==> config.mk <==
export PLATFORM = sky130hd
export DESIGN_NAME = mem_port_arbiter_flat
export DESIGN_NICKNAME = d
export VERILOG_FILES = /design/src/rtl/mem_port_arbiter_if.sv /design/src/rtl/mem_port_arbiter.sv /design/src/flat_wrapper.sv
export SDC_FILE = /design/constraint.sdc
export NUM_CORES = 1
export LEC_CHECK = 0
export CORE_MARGIN = 3
export CORE_UTILIZATION = 35
export DETAILED_ROUTE_END_ITERATION = 8
export PLACE_DENSITY_LB_ADDON = 0.05
export SKIP_CTS_REPAIR_TIMING = 1
export SLEW_MARGIN = 20
export SYNTH_ARGS = -nofsm -noshare
export SYNTH_HDL_FRONTEND = slang
export SYNTH_SLANG_ARGS = --single-unit
==> constraint.sdc <==
create_clock -name clk -period 6.95 [get_ports clk]
set_clock_uncertainty 0.2 [all_clocks]
set_input_delay 1.39 -clock clk [delete_from_list [all_inputs] [get_ports clk]]
set_output_delay 1.39 -clock clk [all_outputs]
set_load 0.01 [all_outputs]
==> src/rtl/mem_port_arbiter_if.sv <==
// mem_port_arbiter_if: read/write/resp memory handshake bundle.
// master drives the command; slave returns rdata/resp/error.
interface mem_port_arbiter_if #(
  parameter int ADDR_W = 32,
  parameter int DATA_W = 32
);
  logic                  read;
  logic                  write;
  logic [ADDR_W-1:0]     address;
  logic [DATA_W-1:0]     wdata;
  logic [DATA_W/8-1:0]   byte_enable;
  logic [DATA_W-1:0]     rdata;
  logic                  resp;
  logic                  error;

  modport master (
    output read, write, address, wdata, byte_enable,
    input  rdata, resp, error
  );

  modport slave (
    input  read, write, address, wdata, byte_enable,
    output rdata, resp, error
  );
endinterface

==> src/rtl/mem_port_arbiter.sv <==
// mem_port_arbiter: round-robin share of one memory port between
// fetch (p0) and data (p1); one outstanding txn, response timeout.
// Ports: clk; rst (async, active-high); p0/p1 requester slave
// ports; mem master port toward the memory.
module mem_port_arbiter #(
  parameter int ADDR_W  = 32,
  parameter int DATA_W  = 32,
  parameter int TIMEOUT = 255
) (
  input logic clk,
  input logic rst,
  mem_port_arbiter_if.slave  p0,
  mem_port_arbiter_if.slave  p1,
  mem_port_arbiter_if.master mem
);
  localparam int BE_W = DATA_W / 8;
  localparam logic [31:0] TMO_LAST = 32'(TIMEOUT - 1);

  typedef enum logic [1:0] {
    IDLE,
    BUSY,
    RESP
  } state_t;

  state_t state_q, state_d;

  logic              last_grant_q, last_grant_d;
  logic              grant_q, grant_d;
  logic [31:0]       timer_q, timer_d;
  logic              mem_read_q, mem_read_d;
  logic              mem_write_q, mem_write_d;
  logic [ADDR_W-1:0] addr_q, addr_d;
  logic [DATA_W-1:0] wdata_q, wdata_d;
  logic [BE_W-1:0]   be_q, be_d;
  logic [DATA_W-1:0] p0_rdata_q, p0_rdata_d;
  logic [DATA_W-1:0] p1_rdata_q, p1_rdata_d;
  logic              p0_resp_q, p0_resp_d;
  logic              p1_resp_q, p1_resp_d;
  logic              p0_error_q, p0_error_d;
  logic              p1_error_q, p1_error_d;

  logic              req0, req1, sel, sel_wr, timed_out;
  logic              r_err, r_upd;
  logic [DATA_W-1:0] r_data;

  assign req0 = p0.read | p0.write;
  assign req1 = p1.read | p1.write;

  // TIMEOUT==0 disables the watchdog entirely
  assign timed_out = (TIMEOUT != 0) && (timer_q == TMO_LAST);

  always_comb begin
    sel = 1'b0;
    unique case (1'b1)
      (req0 && req1):  sel = ~last_grant_q;
      (req1 && !req0): sel = 1'b1;
      default:         sel = 1'b0;
    endcase
  end

  // write wins when a requester raises both read and write
  assign sel_wr = sel ? p1.write : p0.write;

  always_comb begin
    state_d      = state_q;
    last_grant_d = last_grant_q;
    grant_d      = grant_q;
    timer_d      = timer_q;
    mem_read_d   = mem_read_q;
    mem_write_d  = mem_write_q;
    addr_d       = addr_q;
    wdata_d      = wdata_q;
    be_d         = be_q;
    p0_rdata_d   = p0_rdata_q;
    p1_rdata_d   = p1_rdata_q;
    p0_resp_d    = 1'b0;
    p1_resp_d    = 1'b0;
    p0_error_d   = 1'b0;
    p1_error_d   = 1'b0;
    r_err        = 1'b0;
    r_upd        = 1'b0;
    r_data       = '0;

    unique case (state_q)
      IDLE: begin
        if (req0 || req1) begin
          grant_d      = sel;
          last_grant_d = sel;
          addr_d       = sel ? p1.address : p0.address;
          wdata_d      = sel ? p1.wdata : p0.wdata;
          be_d         = sel ? p1.byte_enable : p0.byte_enable;
          mem_write_d  = sel_wr;
          mem_read_d   = ~sel_wr;
          timer_d      = '0;
          state_d      = BUSY;
        end
      end
      BUSY: begin
        timer_d = timer_q + 32'd1;
        if (mem.resp || timed_out) begin
          mem_read_d  = 1'b0;
          mem_write_d = 1'b0;
          state_d     = RESP;
          // a real response beats a same-cycle timeout
          if (mem.resp) begin
            r_err  = mem.error;
            r_upd  = mem_read_q;
            r_data = mem.rdata;
          end else begin
            r_err  = 1'b1;
            r_upd  = 1'b1;
            r_data = '0;
          end
          if (grant_q) begin
            p1_resp_d  = 1'b1;
            p1_error_d = r_err;
            if (r_upd) p1_rdata_d = r_data;
          end else begin
            p0_resp_d  = 1'b1;
            p0_error_d = r_err;
            if (r_upd) p0_rdata_d = r_data;
          end
        end
      end
      RESP: begin
        state_d = IDLE;
      end
      default: begin
        state_d = IDLE;
      end
    endcase
  end

  always_ff @(posedge clk or posedge rst) begin
    if (rst) begin
      state_q      <= IDLE;
      last_grant_q <= 1'b1;
      grant_q      <= 1'b0;
      timer_q      <= '0;
      mem_read_q   <= 1'b0;
      mem_write_q  <= 1'b0;
      addr_q       <= '0;
      wdata_q      <= '0;
      be_q         <= '0;
      p0_rdata_q   <= '0;
      p1_rdata_q   <= '0;
      p0_resp_q    <= 1'b0;
      p1_resp_q    <= 1'b0;
      p0_error_q   <= 1'b0;
      p1_error_q   <= 1'b0;
    end else begin
      state_q      <= state_d;
      last_grant_q <= last_grant_d;
      grant_q      <= grant_d;
      timer_q      <= timer_d;
      mem_read_q   <= mem_read_d;
      mem_write_q  <= mem_write_d;
      addr_q       <= addr_d;
      wdata_q      <= wdata_d;
      be_q         <= be_d;
      p0_rdata_q   <= p0_rdata_d;
      p1_rdata_q   <= p1_rdata_d;
      p0_resp_q    <= p0_resp_d;
      p1_resp_q    <= p1_resp_d;
      p0_error_q   <= p0_error_d;
      p1_error_q   <= p1_error_d;
    end
  end

  assign mem.read        = mem_read_q;
  assign mem.write       = mem_write_q;
  assign mem.address     = addr_q;
  assign mem.wdata       = wdata_q;
  assign mem.byte_enable = be_q;

  assign p0.rdata = p0_rdata_q;
  assign p0.resp  = p0_resp_q;
  assign p0.error = p0_error_q;
  assign p1.rdata = p1_rdata_q;
  assign p1.resp  = p1_resp_q;
  assign p1.error = p1_error_q;
endmodule

==> src/flat_wrapper.sv <==
// flat-port wrapper written by rule: the top's interface ports become plain ports
module mem_port_arbiter_flat 
#(
  parameter int ADDR_W  = 32,
  parameter int DATA_W  = 32,
  parameter int TIMEOUT = 255
)
  (clk, rst, p0_read, p0_write, p0_address, p0_wdata, p0_byte_enable, p0_rdata, p0_resp, p0_error, p1_read, p1_write, p1_address, p1_wdata, p1_byte_enable, p1_rdata, p1_resp, p1_error, mem_read, mem_write, mem_address, mem_wdata, mem_byte_enable, mem_rdata, mem_resp, mem_error);
  mem_port_arbiter_if #(.ADDR_W(ADDR_W), .DATA_W(DATA_W)) p0_i ();
  mem_port_arbiter_if #(.ADDR_W(ADDR_W), .DATA_W(DATA_W)) p1_i ();
  mem_port_arbiter_if #(.ADDR_W(ADDR_W), .DATA_W(DATA_W)) mem_i ();
  input logic clk;
  input logic rst;
  input wire logic [$bits(p0_i.read)-1:0] p0_read;
  input wire logic [$bits(p0_i.write)-1:0] p0_write;
  input wire logic [$bits(p0_i.address)-1:0] p0_address;
  input wire logic [$bits(p0_i.wdata)-1:0] p0_wdata;
  input wire logic [$bits(p0_i.byte_enable)-1:0] p0_byte_enable;
  output wire logic [$bits(p0_i.rdata)-1:0] p0_rdata;
  output wire logic [$bits(p0_i.resp)-1:0] p0_resp;
  output wire logic [$bits(p0_i.error)-1:0] p0_error;
  input wire logic [$bits(p1_i.read)-1:0] p1_read;
  input wire logic [$bits(p1_i.write)-1:0] p1_write;
  input wire logic [$bits(p1_i.address)-1:0] p1_address;
  input wire logic [$bits(p1_i.wdata)-1:0] p1_wdata;
  input wire logic [$bits(p1_i.byte_enable)-1:0] p1_byte_enable;
  output wire logic [$bits(p1_i.rdata)-1:0] p1_rdata;
  output wire logic [$bits(p1_i.resp)-1:0] p1_resp;
  output wire logic [$bits(p1_i.error)-1:0] p1_error;
  output wire logic [$bits(mem_i.read)-1:0] mem_read;
  output wire logic [$bits(mem_i.write)-1:0] mem_write;
  output wire logic [$bits(mem_i.address)-1:0] mem_address;
  output wire logic [$bits(mem_i.wdata)-1:0] mem_wdata;
  output wire logic [$bits(mem_i.byte_enable)-1:0] mem_byte_enable;
  input wire logic [$bits(mem_i.rdata)-1:0] mem_rdata;
  input wire logic [$bits(mem_i.resp)-1:0] mem_resp;
  input wire logic [$bits(mem_i.error)-1:0] mem_error;
  assign p0_i.read = p0_read;
  assign p0_i.write = p0_write;
  assign p0_i.address = p0_address;
  assign p0_i.wdata = p0_wdata;
  assign p0_i.byte_enable = p0_byte_enable;
  assign p0_rdata = p0_i.rdata;
  assign p0_resp = p0_i.resp;
  assign p0_error = p0_i.error;
  assign p1_i.read = p1_read;
  assign p1_i.write = p1_write;
  assign p1_i.address = p1_address;
  assign p1_i.wdata = p1_wdata;
  assign p1_i.byte_enable = p1_byte_enable;
  assign p1_rdata = p1_i.rdata;
  assign p1_resp = p1_i.resp;
  assign p1_error = p1_i.error;
  assign mem_read = mem_i.read;
  assign mem_write = mem_i.write;
  assign mem_address = mem_i.address;
  assign mem_wdata = mem_i.wdata;
  assign mem_byte_enable = mem_i.byte_enable;
  assign mem_i.rdata = mem_rdata;
  assign mem_i.resp = mem_resp;
  assign mem_i.error = mem_error;
  mem_port_arbiter #(.ADDR_W(ADDR_W), .DATA_W(DATA_W), .TIMEOUT(TIMEOUT)) u_core (.clk(clk), .rst(rst), .p0(p0_i), .p1(p1_i), .mem(mem_i));
endmodule
==> results_dict.tcl <==
set metrics [dict create \
    finalNetCount 1242 \
    core_area_um2 22200 \
    r2r_end "u_core.p0.rdata[30]" \
    netSwitchingPower_uw 1680 \
    max_freq_mhz 283 \
    yosysWarnings 0 \
    p_int_uw 2910 \
    path_clk_slew_ns 0.07 \
    reg2reg_depth 7 \
    worst_slew_pin_slew_ns 0.929 \
    final_common_cell "clkdlybuf4s50_1" \
    ys_async_sr_fraction_pct 100 \
    seqPwrFrac_pct 35.9 \
    crit_end "u_core.mem.wdata[20]" \
    drtIter0Drc 364 \
    rsz0062_at_grt "false" \
    synthFlopType "dfrtp_1" \
    drc 0 \
    grt_pass1_wl_um 38300 \
    ys_ff_latch 174 \
    final-max-slew-violation-count 0 \
    chipWidth_um 157 \
    cts_tree "built" \
    ff2ff_setup_slack_ns 4.01 \
    cp_max_fo 36 \
    fin_crit_sh_pct 50.8 \
    placed_cell_area_um2 11400 \
    crit_chain "clkdlybuf4s50_1 > o21ai_0 > o21ai_4 > buf_4 > buf_4 > mux2i_1 > o21ai_0" \
    gp_congestion 0.799 \
    cts_root_buffer "clkbuf_16" \
    clk_latency_ns 0.43 \
    cp-startpoint "p0_write" \
    worst_r2r_startpoint "u_core.timer_q[0]" \
    yosysUniqueCellTypes 47 \
    antenna_found_initial 0 \
    endpoint_kind "flip-flop" \
    drt-vias-per-instance 4.89 \
    required_ns 7.03 \
    status "completed" \
    vias 6636 \
    min_period_ns 3.53 \
    ant_nets 0 \
    cts_max_level 4 \
    yosysSeqAreaShare_pct 54.3 \
    start_kind "primary input" \
    antenna_cells 0 \
    syn2layout_area_growth_pct 49.4 \
    overflow 0 \
    cts_sinks 174 \
    wl_per_cell_um 18.4 \
    mostFrequentLayoutCells "313 x clkdlybuf4s50_1, 206 x nand2_1, 173 x dfrtp_1, 88 x mux2i_1, 78 x o21ai_0" \
    drive_gt1_share_pct 8.64 \
    synth-edff-count 0 \
    synthesis.area_um2 8020 \
    pre_cts_ws_ns 2.90 \
    die_y_um 157 \
    combPwrFrac_pct 43.3 \
    finalInstanceArea_um2 12000 \
    holdCritPathClass "flip-flop to flip-flop" \
    cts_buffers 17 \
    synth_largest_area_cell "dfrtp_1" \
    avgSynthCellArea_um2 10.4 \
    layout_setup_ws_ns 3.42 \
    p_leak_uw 0.00525 \
    finalHoldViolCount 0 \
    synth_top_cells_by_area "dfrtp_1 54%, mux2i_1 11%, nand2_1 9.6%" \
    cpPeakStageDelay_ns 0.62 \
    ioPinCount 314 \
    die-area_um2 24800 \
    ir_drop_uv 184 \
    syn_nets 946 \
    synth_top_area_share_pct 54.0 \
    swShare_pct 36.6 \
    p_per_area_nw_per_um2 384 \
    io_buffers 313 \
    maxSlewHeadroom_pct 37.6 \
    clock_power_share_pct 20.8 \
    wl_um 25000 \
    max_cap_violations 0 \
    worstSetupPathType "primary input to flip-flop" \
    grt_max_degree 102 \
    setup_viol 0 \
    drtPass1Iterations 4 \
    cp_slowest_cell "buf_4" \
    syn_inst 768 \
    cts_buffer_depth 2 \
    grt_pass1_vias 6662 \
    grt_use_total_pct 20.0 \
    cp_data_arrival_time_ns 3.62 \
    hpwl_um 18600 \
    final.setup.tns_ns 0 \
    rows 54 \
    start_util_pct 36.2 \
]
==> cell usage after synthesis, drive strengths merged, types with 3 or more instances <==
cell type / instances
nand2: 207
dfrtp: 173
o21ai: 109
mux2i: 88
buf: 33
o2bb2ai: 32
nand3: 20
clkbuf: 15
nand4: 15
nor4: 8
nor2: 7
o31ai: 7
and2: 6
and3: 6
o211ai: 5
a21oi: 4
inv: 3
nand2b: 3
==> per-stage QoR <==
stage | instances | utilization [%] | total power, uW | hold WS (ns)
final | 1357 | 54.1 | 4590 | 0.282
after floorplan | 768 | - | 2560 | 0.261
after detailed placement | 1325 | 51.3 | 3680 | 0.270
after CTS | 1357 | 54.1 | 4670 | 0.287
after global routing | 1357 | 54.1 | 4920 | 0.305
after global placement | 1325 | 51.3 | 3660 | 0.260
==> registers in the layout (all words and copies together), names as in the netlist <==
name and flops:
u_core.grant_q 1, u_core.last_grant_q 1, u_core.mem.address 32, u_core.mem.byte_enable 4, u_core.mem.read 1, u_core.mem.wdata 32, u_core.mem.write 1, u_core.p0.error 1
u_core.p0.rdata 32, u_core.p0.resp 1, u_core.p1.error 1, u_core.p1.rdata 32, u_core.p1.resp 1, u_core.state_q 2, u_core.timer_q 32
==> kinds of logic after synthesis <==
| family | after synthesis | share of synthesized area [%] |
|---|---|---|
| compound gates | 163 | 13.7 |
| fa+ha+maj | 2 | 0.312 |
| buf+inv | 51 | 3.14 |
| flops | 174 | 54.3 |
| mux | 88 | 11.0 |
| simple gates | 290 | 17.6 |
==> power groups by stage <==
stage	clock [uW]	combinational, uW	sequential, uW
2_1_floorplan	0	765	1800
3_3_place_gp	0	2010	1650
3_5_place_dp	0	2020	1660
4_1_cts	988	2030	1650
5_1_grt	1030	2180	1700
6_report	958	1990	1650
==> layout make-up <==
cell class,instances,area (um^2)
Inverter,3,16.3
Tap cell,280,350
Timing Repair Buffer,325,3220
Clock buffer,17,425
Fill cell,2042,10200
Clock inverter,15,175
Multi-Input combinational cell,543,3430
Sequential cell,174,4360
==> worst max-delay path: cells and delay by family <==
| family | cells | cell delay [ns] |
|---|---|---|
| AO/OA/AOI/OAI | 3 | 0.33 |
| buffers and inverters | 3 | 1.60 |
| multiplexers | 1 | 0.27 |
==> per-layer routing <==
metal  wire (um)  vias up  GRT usage (%)
li1            -     3285              -
met1       10400     3115           25.1
met2       12200      216           33.4
met3        2090       20           6.90
met4         274        0           5.04
met5           0        -              0
==> worst min-delay path by stage <==
| stage | startpoint | depth (start not counted) | end | slack [ns] |
|---|---|---|---|---|
| 4_1_cts | u_core.mem.address[25] | 2 | u_core.mem.address[25] | 0.29 |
| 3_3_place_gp | u_core.mem.address[23] | 2 | u_core.mem.address[23] | 0.26 |
| 6_report | u_core.mem.address[20] | 2 | u_core.mem.address[20] | 0.28 |
| 2_1_floorplan | u_core.timer_q[26] | 1 | u_core.timer_q[26] | 0.26 |
| 5_1_grt | u_core.mem.wdata[21] | 2 | u_core.mem.wdata[21] | 0.30 |
| 3_5_place_dp | u_core.mem.address[24] | 2 | u_core.mem.address[24] | 0.27 |
Power figures use the tool's default switching activity.
